**config.mk**
```make
export PLATFORM = sky130hd
export DESIGN_NAME = can_init_sequencer_flat
export DESIGN_NICKNAME = d
export VERILOG_FILES = /design/src/rtl/can_init_sequencer_if.sv /design/src/rtl/can_init_sequencer.sv /design/src/flat_wrapper.sv
export SDC_FILE = /design/constraint.sdc
export NUM_CORES = 1
export LEC_CHECK = 0
export ABC_AREA = 0
export BUFFER_PORTS_ARGS = -buffer_cell sky130_fd_sc_hd__buf_2
export CORE_UTILIZATION = 50
export DETAILED_ROUTE_END_ITERATION = 8
export MAX_ROUTING_LAYER = met4
export PLACE_DENSITY = 0.78
export SLEW_MARGIN = 40
export SYNTH_ARGS = -nofsm -noshare
export SYNTH_HDL_FRONTEND = slang
export SYNTH_SLANG_ARGS = --single-unit
```
**constraint.sdc**
```tcl
create_clock -name clk -period 4.6 [get_ports clk]
set_clock_uncertainty 0.2 [all_clocks]
set_input_delay 0.69 -clock clk [delete_from_list [all_inputs] [get_ports clk]]
set_output_delay 0.69 -clock clk [all_outputs]
set_load 0.005 [all_outputs]
```
**src/rtl/can_init_sequencer_if.sv**
```systemverilog
// Bundles the sequencer's control handshake, init-data lookup port and
// Canakari register bus. The sequencer drives it as master.
interface can_init_sequencer_if;
   logic        start;
   logic        busy;
   logic        done;
   logic        error;
   logic [4:0]  fail_addr;
   logic [4:0]  init_addr;
   logic [15:0] init_data;
   logic [4:0]  can_addr;
   logic [15:0] can_wdata;
   logic        can_write;
   logic        can_read;
   logic [15:0] can_rdata;

   modport master (
      input  start, init_data, can_rdata,
      output busy, done, error, fail_addr, init_addr,
             can_addr, can_wdata, can_write, can_read
   );

   modport slave (
      output start, init_data, can_rdata,
      input  busy, done, error, fail_addr, init_addr,
             can_addr, can_wdata, can_write, can_read
   );
endinterface

```
**src/rtl/can_init_sequencer.sv**
```systemverilog
// Power-up/re-init sequencer: writes the fixed Canakari register list from the
// init-data lookup, optionally verifying each write with masked readback.
//
// state   | meaning
// --------+-----------------------------------------------------------
// S_IDLE  | waiting for start after reset
// S_LOAD  | latch init_addr/init_data onto the register bus
// S_WRITE | can_write held for WR_HOLD cycles
// S_READ  | can_read for one cycle
// S_CHECK | masked compare of can_rdata against can_wdata
// S_DONE  | sequence finished cleanly, done held
// S_ERROR | register failed after all retries, error/fail_addr held
module can_init_sequencer #(
   parameter int WR_HOLD   = 2,
   parameter bit VERIFY_EN = 1'b1,
   parameter int MAX_RETRY = 2
) (
   input logic               clk,
   input logic               rst,
   can_init_sequencer_if.master bus
);

   typedef enum logic [2:0] {
      S_IDLE, S_LOAD, S_WRITE, S_READ, S_CHECK, S_DONE, S_ERROR
   } state_t;

   localparam logic [2:0] HOLD_INIT = 3'(WR_HOLD - 1);
   localparam logic [1:0] RETRY_LIM = 2'(MAX_RETRY);
   localparam logic [2:0] LAST_IDX  = 3'd6;

   state_t      state, state_nx;
   logic [2:0]  idx, idx_nx;
   logic [1:0]  retry, retry_nx;
   logic [2:0]  hold, hold_nx;
   logic [4:0]  init_addr, init_addr_nx;
   logic [4:0]  can_addr, can_addr_nx;
   logic [15:0] can_wdata, can_wdata_nx;
   logic        done, done_nx;
   logic        error, error_nx;
   logic [4:0]  fail_addr, fail_addr_nx;
   logic        advance;

   function automatic logic [4:0] addr_of(input logic [2:0] i);
      case (i)
         3'd0:    addr_of = 5'h0F;
         3'd1:    addr_of = 5'h0E;
         3'd2:    addr_of = 5'h05;
         3'd3:    addr_of = 5'h04;
         3'd4:    addr_of = 5'h11;
         3'd5:    addr_of = 5'h10;
         default: addr_of = 5'h12;
      endcase
   endfunction

   // Interrupt/enable has reserved bits that may read back arbitrarily.
   function automatic logic [15:0] mask_of(input logic [4:0] a);
      mask_of = (a == 5'h12) ? 16'h8070 : 16'hFFFF;
   endfunction

   always_ff @(posedge clk) begin
      if (rst) begin
         state     <= S_IDLE;
         idx       <= '0;
         retry     <= '0;
         hold      <= '0;
         init_addr <= '0;
         can_addr  <= '0;
         can_wdata <= '0;
         done      <= 1'b0;
         error     <= 1'b0;
         fail_addr <= '0;
      end else begin
         state     <= state_nx;
         idx       <= idx_nx;
         retry     <= retry_nx;
         hold      <= hold_nx;
         init_addr <= init_addr_nx;
         can_addr  <= can_addr_nx;
         can_wdata <= can_wdata_nx;
         done      <= done_nx;
         error     <= error_nx;
         fail_addr <= fail_addr_nx;
      end
   end

   always_comb begin
      state_nx     = state;
      idx_nx       = idx;
      retry_nx     = retry;
      hold_nx      = hold;
      init_addr_nx = init_addr;
      can_addr_nx  = can_addr;
      can_wdata_nx = can_wdata;
      done_nx      = done;
      error_nx     = error;
      fail_addr_nx = fail_addr;
      advance      = 1'b0;

      case (state)
         S_IDLE, S_DONE, S_ERROR: begin
            if (bus.start) begin
               state_nx     = S_LOAD;
               idx_nx       = '0;
               retry_nx     = '0;
               done_nx      = 1'b0;
               error_nx     = 1'b0;
               fail_addr_nx = '0;
               init_addr_nx = addr_of(3'd0);
            end
         end
         S_LOAD: begin
            can_addr_nx  = init_addr;
            can_wdata_nx = bus.init_data;
            hold_nx      = HOLD_INIT;
            state_nx     = S_WRITE;
         end
         S_WRITE: begin
            if (hold == 3'd0) begin
               if (VERIFY_EN) state_nx = S_READ;
               else           advance  = 1'b1;
            end else begin
               hold_nx = hold - 3'd1;
            end
         end
         S_READ: state_nx = S_CHECK;
         S_CHECK: begin
            if (((bus.can_rdata ^ can_wdata) & mask_of(can_addr)) == 16'h0000) begin
               advance = 1'b1;
            end else if (retry < RETRY_LIM) begin
               retry_nx = retry + 2'd1;
               hold_nx  = HOLD_INIT;
               state_nx = S_WRITE;
            end else begin
               error_nx     = 1'b1;
               fail_addr_nx = can_addr;
               state_nx     = S_ERROR;
            end
         end
         default: state_nx = S_IDLE;
      endcase

      // Advancing shares the exit edge of WRITE/CHECK, so no extra cycle.
      if (advance) begin
         retry_nx = '0;
         if (idx == LAST_IDX) begin
            done_nx  = 1'b1;
            state_nx = S_DONE;
         end else begin
            idx_nx       = idx + 3'd1;
            init_addr_nx = addr_of(idx + 3'd1);
            state_nx     = S_LOAD;
         end
      end
   end

   assign bus.busy      = (state == S_LOAD) || (state == S_WRITE) ||
                          (state == S_READ) || (state == S_CHECK);
   assign bus.can_write = (state == S_WRITE);
   assign bus.can_read  = (state == S_READ);
   assign bus.init_addr = init_addr;
   assign bus.can_addr  = can_addr;
   assign bus.can_wdata = can_wdata;
   assign bus.done      = done;
   assign bus.error     = error;
   assign bus.fail_addr = fail_addr;

endmodule
```
**src/flat_wrapper.sv**
```systemverilog
// flat-port wrapper written by rule: the top's interface ports become plain ports
module can_init_sequencer_flat 
#(
   parameter int WR_HOLD   = 2,
   parameter bit VERIFY_EN = 1'b1,
   parameter int MAX_RETRY = 2
)
  (clk, rst, bus_start, bus_init_data, bus_can_rdata, bus_busy, bus_done, bus_error, bus_fail_addr, bus_init_addr, bus_can_addr, bus_can_wdata, bus_can_write, bus_can_read);
  can_init_sequencer_if bus_i ();
  input logic clk;
  input logic rst;
  input wire logic [$bits(bus_i.start)-1:0] bus_start;
  input wire logic [$bits(bus_i.init_data)-1:0] bus_init_data;
  input wire logic [$bits(bus_i.can_rdata)-1:0] bus_can_rdata;
  output wire logic [$bits(bus_i.busy)-1:0] bus_busy;
  output wire logic [$bits(bus_i.done)-1:0] bus_done;
  output wire logic [$bits(bus_i.error)-1:0] bus_error;
  output wire logic [$bits(bus_i.fail_addr)-1:0] bus_fail_addr;
  output wire logic [$bits(bus_i.init_addr)-1:0] bus_init_addr;
  output wire logic [$bits(bus_i.can_addr)-1:0] bus_can_addr;
  output wire logic [$bits(bus_i.can_wdata)-1:0] bus_can_wdata;
  output wire logic [$bits(bus_i.can_write)-1:0] bus_can_write;
  output wire logic [$bits(bus_i.can_read)-1:0] bus_can_read;
  assign bus_i.start = bus_start;
  assign bus_i.init_data = bus_init_data;
  assign bus_i.can_rdata = bus_can_rdata;
  assign bus_busy = bus_i.busy;
  assign bus_done = bus_i.done;
  assign bus_error = bus_i.error;
  assign bus_fail_addr = bus_i.fail_addr;
  assign bus_init_addr = bus_i.init_addr;
  assign bus_can_addr = bus_i.can_addr;
  assign bus_can_wdata = bus_i.can_wdata;
  assign bus_can_write = bus_i.can_write;
  assign bus_can_read = bus_i.can_read;
  can_init_sequencer #(.WR_HOLD(WR_HOLD), .VERIFY_EN(VERIFY_EN), .MAX_RETRY(MAX_RETRY)) u_core (.clk(clk), .rst(rst), .bus(bus_i));
endmodule
```
# Word level (Yosys, flattened, before mapping)
# Index checks and enable logic that the tools add are counted.
# word_totals
elab_cells	91
ff_bits	44
# classes
n_eq_ne	21
n_bitwise	2
n_reduce_logical	15
addsub	3
n_lt_le_gt_ge	1
muxes	39
# op_table
cell	count
3-bit two-way mux	13
5-bit two-way mux	7
5-bit one-hot mux with 6 select lines	1
3-bit equality test, second input constant	6
16-bit bitwise AND	1
16-bit logical NOT	1
16-bit XOR	1
15-bit two-way mux	1
3-bit one-hot mux with 5 select lines	1
3-bit by 2-bit equality test with 1-bit output, second input constant	4
4-bit AND reduction	3
5-bit one-hot mux with 2 select lines	1
3-bit logical NOT	3
1-bit two-way mux	9
3-bit one-hot mux with 3 select lines	1
2-bit != test, second input constant	4
3-bit by 1-bit equality test with 1-bit output, second input constant	2
2-bit two-way mux	3
3-bit by 2-bit != test with 1-bit output, second input constant	2
5-bit equality test, second input constant	1
2-bit one-hot mux with 2 select lines	1
3-bit by 1-bit adder with 3-bit output, second input constant	1
1-bit logical OR	3
3-bit by 1-bit != test with 1-bit output, second input constant	1
other kinds (10)	10

# Logic depth before layout (Yosys ltp)
# Gate-level depths: netlist of run 1.
# logic_depth
word_depth	8
depth_mapped	8

# Least setup slack after synthesis of run 1
# Ideal clock, no wire load.
# synth_timing
kind	input port to flip-flop
startpoint	input bus_start
endpoint	register u_core.error, in the netlist u_core.bus.error
path_slack_ps	2437
arrival_time_ps	1839
required_time_ps	4277
stages	6
cell_sequence	buf_2 > mux2_2 > a211oi_1 > a21oi_1 > nand2_2 > mux2_1
# synth_between
elab_chain_len	2
# synth_lines
element	line	text
start: declaration	flat_wrapper.sv:12	input wire logic [$bits(bus_i.start)-1:0] bus_start;
2-bit != test (no line)	--	
4-bit AND reduction (no line)	--	
end signal: assignment	can_init_sequencer.sv:81	error <= error_nx;
end: declaration	can_init_sequencer.sv:39	logic error, error_nx;
# Every way passes these cells.
# A chain may end at the register's enable or synchronous reset.

# Worst setup path in the final report of run 1
# layout_timing
startpoint	register u_core.state[1]
endpoint	output bus_can_write
# layout_between
elab_chain_len	1
# layout_lines
element	line	text
start: declaration	can_init_sequencer.sv:31	state_t state, state_nx;
start signal: assignment	can_init_sequencer.sv:73	state <= state_nx;
3-bit by 2-bit equality test with 1-bit output	can_init_sequencer.sv:158	assign bus.can_write = (state == S_WRITE);
end: declaration	flat_wrapper.sv:22	output wire logic [$bits(bus_i.can_write)-1:0] bus_can_write;
# Every way passes these cells.

==> results of run 1 <==
==> cell families (layout without fill, tap and decap cells) <==
kind of cell	Yosys count	after routing	synth area share
AOI/OAI and AO/OA	66	66	0.176
xor gates and xnor gates	18	18	0.0716
and+or+nand+nor	106	106	0.238
DFF	44	44	0.382
buffers and inverters	24	86	0.0553
adders and majority gates	7	7	0.0380
muxes	9	9	0.0401
==> cells in the mapped netlist (all sizes together) (2+ instances only) <==
cell and number:
dfxtp 44, nand3b 5, and3b 2, nor2b 5, xnor2 15, buf 10, nand2b 6, or3b 2
mux2i 7, a21oi 36, mux2 2, inv 7, nor3 13, o21ai 10, nor3b 4, xor2 3
o21a 2, nand4 3, nor2 9, nand3 2, nand2 53, ha 7, clkbuf 7, a211oi 7
==> power by group through the flow <==
| stage | Clock, mW | Combinational [mW] | Sequential (mW) |
|---|---|---|---|
| after floorplan | 0 | 0.263 | 0.471 |
| after global placement | 0 | 0.320 | 0.499 |
| after detailed placement | 0 | 0.325 | 0.501 |
| after CTS | 0.255 | 0.327 | 0.492 |
| after global routing | 0.269 | 0.360 | 0.502 |
| final | 0.245 | 0.323 | 0.492 |
==> critical path, stage by stage, from the launching register on <==
cell and delay [ns]:
sky130_fd_sc_hd__dfxtp_1 0.74, sky130_fd_sc_hd__or3b_4 0.48, sky130_fd_sc_hd__inv_1 0.06, sky130_fd_sc_hd__buf_2 0.10
==> cell type report <==
cell class                      instances  area, um^2  area share
Multi-Input combinational cell        206        1300       0.478
Sequential cell                        44         881       0.323
Timing Repair Buffer                   71         358       0.131
Clock buffer                            7        86.3      0.0317
Tap cell                               52        65.1      0.0239
Inverter                                7        26.3     0.00963
Clock inverter                          1        7.51     0.00275
==> routing by layer <==
layer / wire [um] / part of all wire / global-route usage / vias up
met5: 0 / 0 / - / -
met3: 313 / 0.062 / 0.0505 / 2
met4: 11 / 0.0022 / 0.0467 / 0
met1: 2290 / 0.45 / 0.272 / 956
met2: 2450 / 0.48 / 0.357 / 74
li1: - / - / - / 1061
==> sequential cells by signal, summed over array words and instances (netlist names) <==
| signal | flops |
|---|---|
| u_core.retry | 2 |
| u_core.bus.init_addr | 5 |
| u_core.bus.can_wdata | 16 |
| u_core.hold | 3 |
| u_core.bus.fail_addr | 5 |
| u_core.idx | 3 |
| u_core.bus.done | 1 |
| u_core.bus.can_addr | 5 |
| u_core.bus.error | 1 |
| u_core.state | 3 |
==> final timing paths <==
check | slack, ns | depth (start not counted) | start | end
max | 2.04 | 3 | u_core.state[1] | bus_can_write
max reg2reg | 2.07 | 6 | u_core.state[2] | u_core.bus.error
min | 0.27 | 1 | u_core.hold[0] | u_core.hold[0]
min reg2reg | 0.27 | 1 | u_core.hold[0] | u_core.hold[0]
==> stage by stage <==
step / util / power (mW) / instances
after detailed placement: 0.601 / 0.826 / 380
after CTS: 0.622 / 1.07 / 388
final: 0.622 / 1.06 / 388
after floorplan: - / 0.734 / 274
after global routing: 0.622 / 1.13 / 388
after global placement: 0.601 / 0.819 / 380
==> flow_results.org, run 1 <==
** Outcome
- The flow ran to the end, and the final reports show no timing, DRC or antenna violations.

** Logic synthesis
- Prevailing post-synth register cell :: sky130_fd_sc_hd__dfxtp_1
- Net count after synthesis :: ~320
- Netlist Area Pre-Place :: about 0.0023 mm^2
- Counting distinct cell types in the post-synthesis netlist gives 49.
- Async set-or-reset flop fraction in the synthesized netlist :: 0
- Sequential-to-total area share from yosys stat :: 0.382
- Total of flip-flops plus latches after synthesis :: between 40 and 50
- Ys Warns :: 0
- Area share of the largest cell type after synthesis :: 0.382
- The synthesized design spends more area on one cell type than any other, namely sky130_fd_sc_hd__dfxtp_1.
- Top cells by area, synth :: sky130_fd_sc_hd__dfxtp_1 38%, sky130_fd_sc_hd__nand2_1 8.5%, sky130_fd_sc_hd__a21oi_1 7.4%, sky130_fd_sc_hd__xnor2_1 5.7%, sky130_fd_sc_hd__ha_1 3.8%
- In this run, synthesis inferred 0 flip-flops with an integrated enable.
- Count of mapped cells out of synthesis :: between 200 and 300
- In this run the mean area of a mapped cell was roughly 8.4 um^2.

** Clock network
- In this run the number of H-tree levels came out at 2.
- The clock drives 44 sinks.
- Clock root cell :: sky130_fd_sc_hd__clkbuf_8
- Post-cts hold buffer count :: 0
- The later pin in the worst-skew pair is clocked with a latency of 0.29 ns.
- Counting along the longest clock path gives a buffer depth of 2.
- Post-CTS setup-driven buffer insertion count :: 0
- In this run, CTS created clock tree buffers numbering 5.
- Clock-pin slew was measured on the worst setup and hold paths at approximately 0.08 ns.
- Count of instances resized after the clock tree is built :: 0
- TritonCTS clock tree :: done

** Placed design
- At the placement stage, the worst setup path has a slack of 2.10 ns.
- Detailed placement finished with a half-perimeter wire length of 3700 um.
- Routability-driven placement finished with a final weighted congestion of around 0.8.
- Area after detailed placement :: approximately 0.0026 mm^2
- Input and output buffers added on the ports amount to 70.

** GRT
- Number of global-route vias before repair :: about 1.9k
- In the global route stage, overall resource usage came out at 0.217.
- The first global-routing pass estimated between 8000 and 9000 um of wire.
- For this run the aggregate overflow at the end of global routing stands at 0.
- The number of antenna violations at the first check in global routing was 0.
- Pin count of the biggest net entering global routing :: 47

** Die
- Cell Rows :: 24
- Horizontal extent of the die :: approximately 70 um
- 71 I/O pins were placed.
- In this run the standard cell core region covers around 0.0044 mm^2.
- Measured along the y axis, the die boundary spans about 70 um.
- The initial utilization of the core area, before any placement, comes to 0.526.
- Die Area :: slightly below 0.005 mm^2

** Timing
- Slew at the pin closest to its max-slew limit :: a little over 0.8 ns
- Setup repair after global routing left no endpoint under its margin.
- The number of pins exceeding their max-slew limit in the final report came to 0.
- Post-Route Hold Slack :: about 0.27 ns
- Dividing the final minimum period by the clock period gives 0.556.
- Max frequency :: a little under 400 MHz
- In this run the tightest slew margin relative to its limit is 0.463.
- Worst path setup slack after routing :: roughly 2.0 ns
- The worst path needs 2.56 ns of the cycle, external delays included.
- The final hold violation count is 0.
- Total Negative Setup Slacks :: 0 ns
- Setup violations remaining at the end of the flow were counted as 0.

** Worst setup path
- Crit path required time :: approximately 3.7 ns
- CP Launch Type :: flip-flop
- The critical path is of the flip-flop to primary output type.
- STA classifies the critical path endpoint as a primary output.
- For the worst setup path, the data arrival time is about 1.7 ns.
- Of all nets on the critical path, the largest fanout is 19.

** Finish
- Filler Cells Inserted :: 387
- Summing all non-filler instances in the final layout gives an area of between 0.002 and 0.003 mm^2.
- The repair_antennas step left the layout with diodes totalling 0.
- Leading cell type in the layout, fill and taps excluded :: sky130_fd_sc_hd__buf_2
- Area growth from synthesis to final layout :: 18.2%
- Of the cells placed in the final design, the portion with a size suffix greater than 1 is 0.277.
- Most frequent cells in the layout :: 70 x sky130_fd_sc_hd__buf_2, 52 x sky130_fd_sc_hd__nand2_1, 44 x sky130_fd_sc_hd__dfxtp_1
- Final layout net count :: around 380

** Drt
- DRC :: 0
- For this block, the routed nets add up to around 5100 um of wire.
- Routed vias/inst :: 5.39
- Detailed-route via count :: 2093
- After detailed routing, the average wire length per cell comes to around 13 um.
- In this run the remaining antenna-violating nets after routing total 0.
- Before antenna repair, the detailed router went through 4 iterations.
- Drt initial violations :: 110

** Power
- In this run the power spent charging and discharging nets is approximately 0.36 mW.
- Dividing total power by cell area gives a power density of about 390 mW/mm^2.
- Relative contribution of the clock network to total power :: 0.231
- Of the total power, combinational logic draws 0.305.
- VDD sags by at most 0.000215 V.
- The share of total power dissipated in sequential elements is 0.464.
- The internal power of the cells totals approximately 0.70 mW.
- Leakage power :: approximately 1.2 nW
- Sw frac :: 0.340

** Min path
- Hold WC Path Type :: flip-flop to flip-flop

** Flow run
- Maximum Capacitance Violations :: 0
Power figures use the tool's default switching activity.
==> run 2: changes to the inputs <==
--- a/config.mk
+++ b/config.mk
@@ -5,12 +5,12 @@
 export SDC_FILE = /design/constraint.sdc
 export NUM_CORES = 1
 export LEC_CHECK = 0
-export ABC_AREA = 0
+export ABC_AREA = 1
 export BUFFER_PORTS_ARGS = -buffer_cell sky130_fd_sc_hd__buf_2
 export CORE_UTILIZATION = 50
 export DETAILED_ROUTE_END_ITERATION = 8
 export MAX_ROUTING_LAYER = met4
-export PLACE_DENSITY = 0.78
+export PLACE_DENSITY = 0.77
 export SLEW_MARGIN = 40
 export SYNTH_ARGS = -nofsm -noshare
 export SYNTH_HDL_FRONTEND = slang
==> constraint.sdc (replaced) <==
create_clock -name clk -period 2.5 [get_ports clk]
set_clock_uncertainty 0.2 [all_clocks]
set_input_delay 0.375 -clock clk [delete_from_list [all_inputs] [get_ports clk]]
set_output_delay 0.375 -clock clk [all_outputs]
set_load 0.005 [all_outputs]
==> run 2 against run 1 <==
Sequential share of layout area is 3.9 points lower. Final cell count rose by 42%. Core utilization increased by 1.7 points. Non-clock buffer count up 2. Critical path type unchanged. Highest routed layer unchanged.
==> flow_results.org, run 2 <==
** Outcome
- Result of the run :: finished, final reports clean

** Finish
- Final cell count without fillers :: 551 (+42%)
- Area growth from synthesis to final layout :: 20.1%
- The final-layout fill cell count was 486 (+26%).
- Post-layout instance area :: 0.00310 mm^2 (+14%)
- Number of flip-flops in the largest register :: 16 (unchanged)
- Ranked by flip-flop count, first place goes to u_core.bus.can_wdata.
- The area of the multi-input gates was 0.00140 mm^2 (+7.3%).
- Count of antenna diodes in the layout :: 0 (unchanged)
- Leading cell type in the layout, fill and taps excluded :: sky130_fd_sc_hd__nand2_1
- The number of nets in the layout came to 525 (+39%).
- Leaving out fill and tap cells, the most frequent cells in the layout are 134 x sky130_fd_sc_hd__nand2_1, 70 x sky130_fd_sc_hd__buf_2, 62 x sky130_fd_sc_hd__inv_1.
- Layout cell share with drive strength beyond 1 :: 0.205 (-0.0722)
- The total area of sequential cells came to 881 um^2 (unchanged).

** Logic synthesis
- The number of warnings issued by yosys is 0 (unchanged).
- The post-synthesis register bit count is 44 (unchanged).
- Net count after synthesis :: 455 (+44%)
- Area share of the largest cell type after synthesis :: 0.341 (-0.0405)
- Sequential-to-total area share from yosys stat :: 0.341 (-0.0405)
- Top cells by area, synth :: sky130_fd_sc_hd__dfxtp_1 34%, sky130_fd_sc_hd__nand2_1 19%, sky130_fd_sc_hd__inv_1 9.0%, sky130_fd_sc_hd__a21oi_1 6.4%, sky130_fd_sc_hd__o21ai_0 6.4%
- Avg Inst Size Synth :: 6.25 um^2 (-26%)
- The unique cell type count in the Yosys netlist was 27 (-45%).
- Netlist Area Pre-Place :: 0.00258 mm^2 (+12%)
- Async set-or-reset flop fraction in the synthesized netlist :: 0 (unchanged)
- Summed over all instances, the cell type with the most area after synthesis is sky130_fd_sc_hd__dfxtp_1.
- Number of enable flip-flop cells after synthesis :: 0 (unchanged)
- The synthesized instance count came to 413 (+51%).
- Cell types with the highest counts after synthesis :: 134 x sky130_fd_sc_hd__nand2_1, 62 x sky130_fd_sc_hd__inv_1, 44 x sky130_fd_sc_hd__dfxtp_1
- In the synthesized netlist the dominant register cell turns out to be sky130_fd_sc_hd__dfxtp_1.
- Library cell with the highest instance count after synthesis :: sky130_fd_sc_hd__nand2_1

** Worst setup path
- Worst path top cell family by delay :: buffers and inverters
- Crit path required time :: 1.92 ns (-1.79 ns)
- The stage delay of the slowest cell on the critical path came to 0.41 ns (-0.33 ns).
- By startpoint and endpoint, the worst setup path is classified as flip-flop to primary output.
- The critical path goes through inv_2 > nor3_4 > buf_4 > inv_1 > nand2_1 > buf_2.
- Sort of element at the end of the critical path :: primary output
- The endpoint arrival time on the critical path was 1.54 ns (-0.13 ns).
- STA classifies the critical path startpoint as a flip-flop.
- Buffers and inverters on the worst path :: 4 (+2)
- On the critical path, the stage with the largest delay is an instance of sky130_fd_sc_hd__dfxtp_1.
- The logic depth of the worst register-to-register path was 9 (+3).
- Cell depth of the worst setup path :: 6 (+3)
- The largest fanout of any net on the critical path came to 10 (-9).

** Die
- Initial Util :: 0.532 (+0.00613)
- The placeable core area came to 0.00485 mm^2 (+11%).
- The number of placement rows is 25 (+4.2%).
- Number of top-level design ports :: 71 (unchanged)
- Die Area :: 0.00545 mm^2 (+12%)
- The y dimension of the die is 73.9 um (+5.6%).
- The die boundary width was 73.9 um (+5.6%).

** Power
- The sum of internal, switching and leakage power is 2.82 mW (+170%).
- The reported leakage power is 1.66 nW (+43%).
- Power share of the sequential group :: 0.373 (-0.091)
- Switching pwr :: 1.17 mW (+220%)
- Part of the power in combinational logic :: 0.429 (+0.124)
- The switching portion of total power was 0.415 (+0.0747).
- The total power per unit cell area is 909 mW/mm^2 (+130%).
- The peak supply drop is 0.000457 V (+110%).
- The internal power is 1.65 mW (+140%).
- Relative contribution of the clock network to total power :: 0.197 (-0.034)

** Timing
- Worst rel slew slack :: 0.520 (+0.0576)
- The final total negative setup slack was 0 ns (unchanged).
- Worst path setup slack after routing :: 0.384 ns (-1.66 ns)
- After layout, the minimum clock period comes to 2.12 ns.
- Part of the cycle the worst path needs :: 0.846
- Setup repair after global routing left no endpoint under its margin.
- The setup-violating endpoint count in the final report was 0 (unchanged).
- Max frequency :: 473 MHz
- The number of pins exceeding their max-slew limit in the final report came to 0 (unchanged).
- The final hold violation count came to 0 (unchanged).
- Slew at the pin closest to its max-slew limit :: 0.719 ns (-0.0872 ns)

** Min path
- The path class of the tightest hold or removal check is input pin to flip-flop.
- The cell depth of the worst min-delay path was 3 (+2).

** Drt
- The total vias in the final route came to 2734 (+31%).
- The detailed-route wire length per cell is 11.3 um (-14%).
- The first-pass iteration count of the detailed router came to 4 (unchanged).
- The total length of routed wires came to 6210 um (+23%).
- The number of nets still failing antenna checks after routing was 0 (unchanged).
- The DRC violations left is 0 (unchanged).
- The number of violations reported at the end of detailed-routing iteration 0 is 114 (+3.6%).
- Routed vias/inst :: 4.96 (-8.0%)

** Placed design
- The final estimated routing congestion in global placement was 0.885 (+10%).
- Count of placed standard cells including taps :: 543 (+43%)
- The detailed placement HPWL came to 4800 um (+30%).
- The placed cell area came to 0.00299 mm^2 (+13%).
- Buffers on Ports :: 70 (unchanged)
- Dpl ws :: 0.575 ns (-1.52 ns)

** Clock network
- The clock input transition at the sequential cells of the worst setup and hold paths was 0.09 ns (about the same).
- The maximum buffer depth of the clock tree came to 2 (unchanged).
- The total CTS buffers came to 5 (unchanged).
- The tree is rooted in a sky130_fd_sc_hd__clkbuf_8.
- The total setup buffers inserted after CTS is 0 (unchanged).
- Post-cts hold buffer count :: 0 (unchanged)
- Clock latency on the worst-skew pair :: 0.31 ns (+0.02 ns)
- The number of gates resized after cts was 0 (unchanged).
- Number of sinks driven by the clock tree :: 44 (unchanged)
- The deepest level of the CTS H-tree came to 2 (unchanged).
- TritonCTS built the clock tree.

** GRT
- Overall global routing resource usage :: 0.256 (+0.0393)
- Wire length of the first global-routing pass :: 10500 um (+27%)
- The via count of the first global-routing pass is 2571 (+39%).
- Pin count of the biggest net entering global routing :: 27 (-43%)
- Overflow after GRT :: 0 (unchanged)
- The number of antenna violations at the first check in global routing came to 0 (unchanged).

** Flow run
- The number of max-cap violations is 0 (unchanged).
[run 2: changes by cell type in the layout (fill, tap and decap cells not counted), sizes merged, moves of 6 or more]
| cell | delta |
|---|---|
| mux2i | -7 |
| inv | +60 |
| nand3 | +21 |
| o21ai | +24 |
| nand2 | +87 |
| a211oi | -6 |
| nand2b | -6 |
| xnor2 | -13 |
| nor2 | +27 |
| nor3 | -10 |
[run 2: routing by layer]
layer / vias to the layer above / share of wire / global-route usage
met4: 0 / 0.012 / 0.0897
met1: 1222 / 0.45 / 0.298
met2: 76 / 0.47 / 0.435
met3: 8 / 0.060 / 0.0521
li1: 1428 / - / -
met5: - / 0 / -
[run 2: area by class of cell]
class                           instances  area share
Timing Repair Buffer                   73       0.120
Multi-Input combinational cell        292       0.451
Clock buffer                            5      0.0222
Inverter                               67      0.0811
Clock inverter                          3      0.0137
Sequential cell                        44       0.284
Tap cell                               67      0.0270
[run 2: logic make-up (layout without fill, tap and decap cells)]
| family | count (synthesis) | in the layout | synth area share |
|---|---|---|---|
| compound gates | 73 | 73 | 0.152 |
| xor+xnor | 4 | 4 | 0.0136 |
| fa+ha+maj | 7 | 7 | 0.0339 |
| buf+inv | 77 | 148 | 0.117 |
| flops | 44 | 44 | 0.341 |
| simple gates | 208 | 208 | 0.342 |
[run 2: final timing paths]
check / from / to / slack, ns
setup reg to reg: u_core.state[2] / u_core.hold[1] / 0.56
setup / recovery: u_core.state[2] / bus_busy / 0.38
hold / removal: bus_init_data[6] / u_core.bus.can_wdata[6] / 0.14
hold reg to reg: u_core.bus.fail_addr[1] / u_core.bus.fail_addr[1] / 0.26
[run 2: power by group through the flow]
stage	Clock (mW)	Sequential (mW)	Combinational, mW
2_1_floorplan	0	1.06	0.832
3_3_place_gp	0	1.06	1.17
3_5_place_dp	0	1.07	1.20
4_1_cts	0.568	1.05	1.21
5_1_grt	0.593	1.08	1.40
6_report	0.556	1.05	1.21
[run 2: worst min-delay path, stage by stage]
cell and delay [ns]:
sky130_fd_sc_hd__buf_2 0.11, sky130_fd_sc_hd__nand3_1 0.07, sky130_fd_sc_hd__a21oi_1 0.06
[run 2: metrics by stage]
| step | util | hold slack [ns] |
|---|---|---|
| final | 0.639 | 0.139 |
| after global routing | 0.639 | 0.145 |
| after CTS | 0.639 | 0.132 |
| after detailed placement | 0.616 | 0.251 |
| after global placement | 0.616 | 0.250 |
| after floorplan | - | 0.256 |
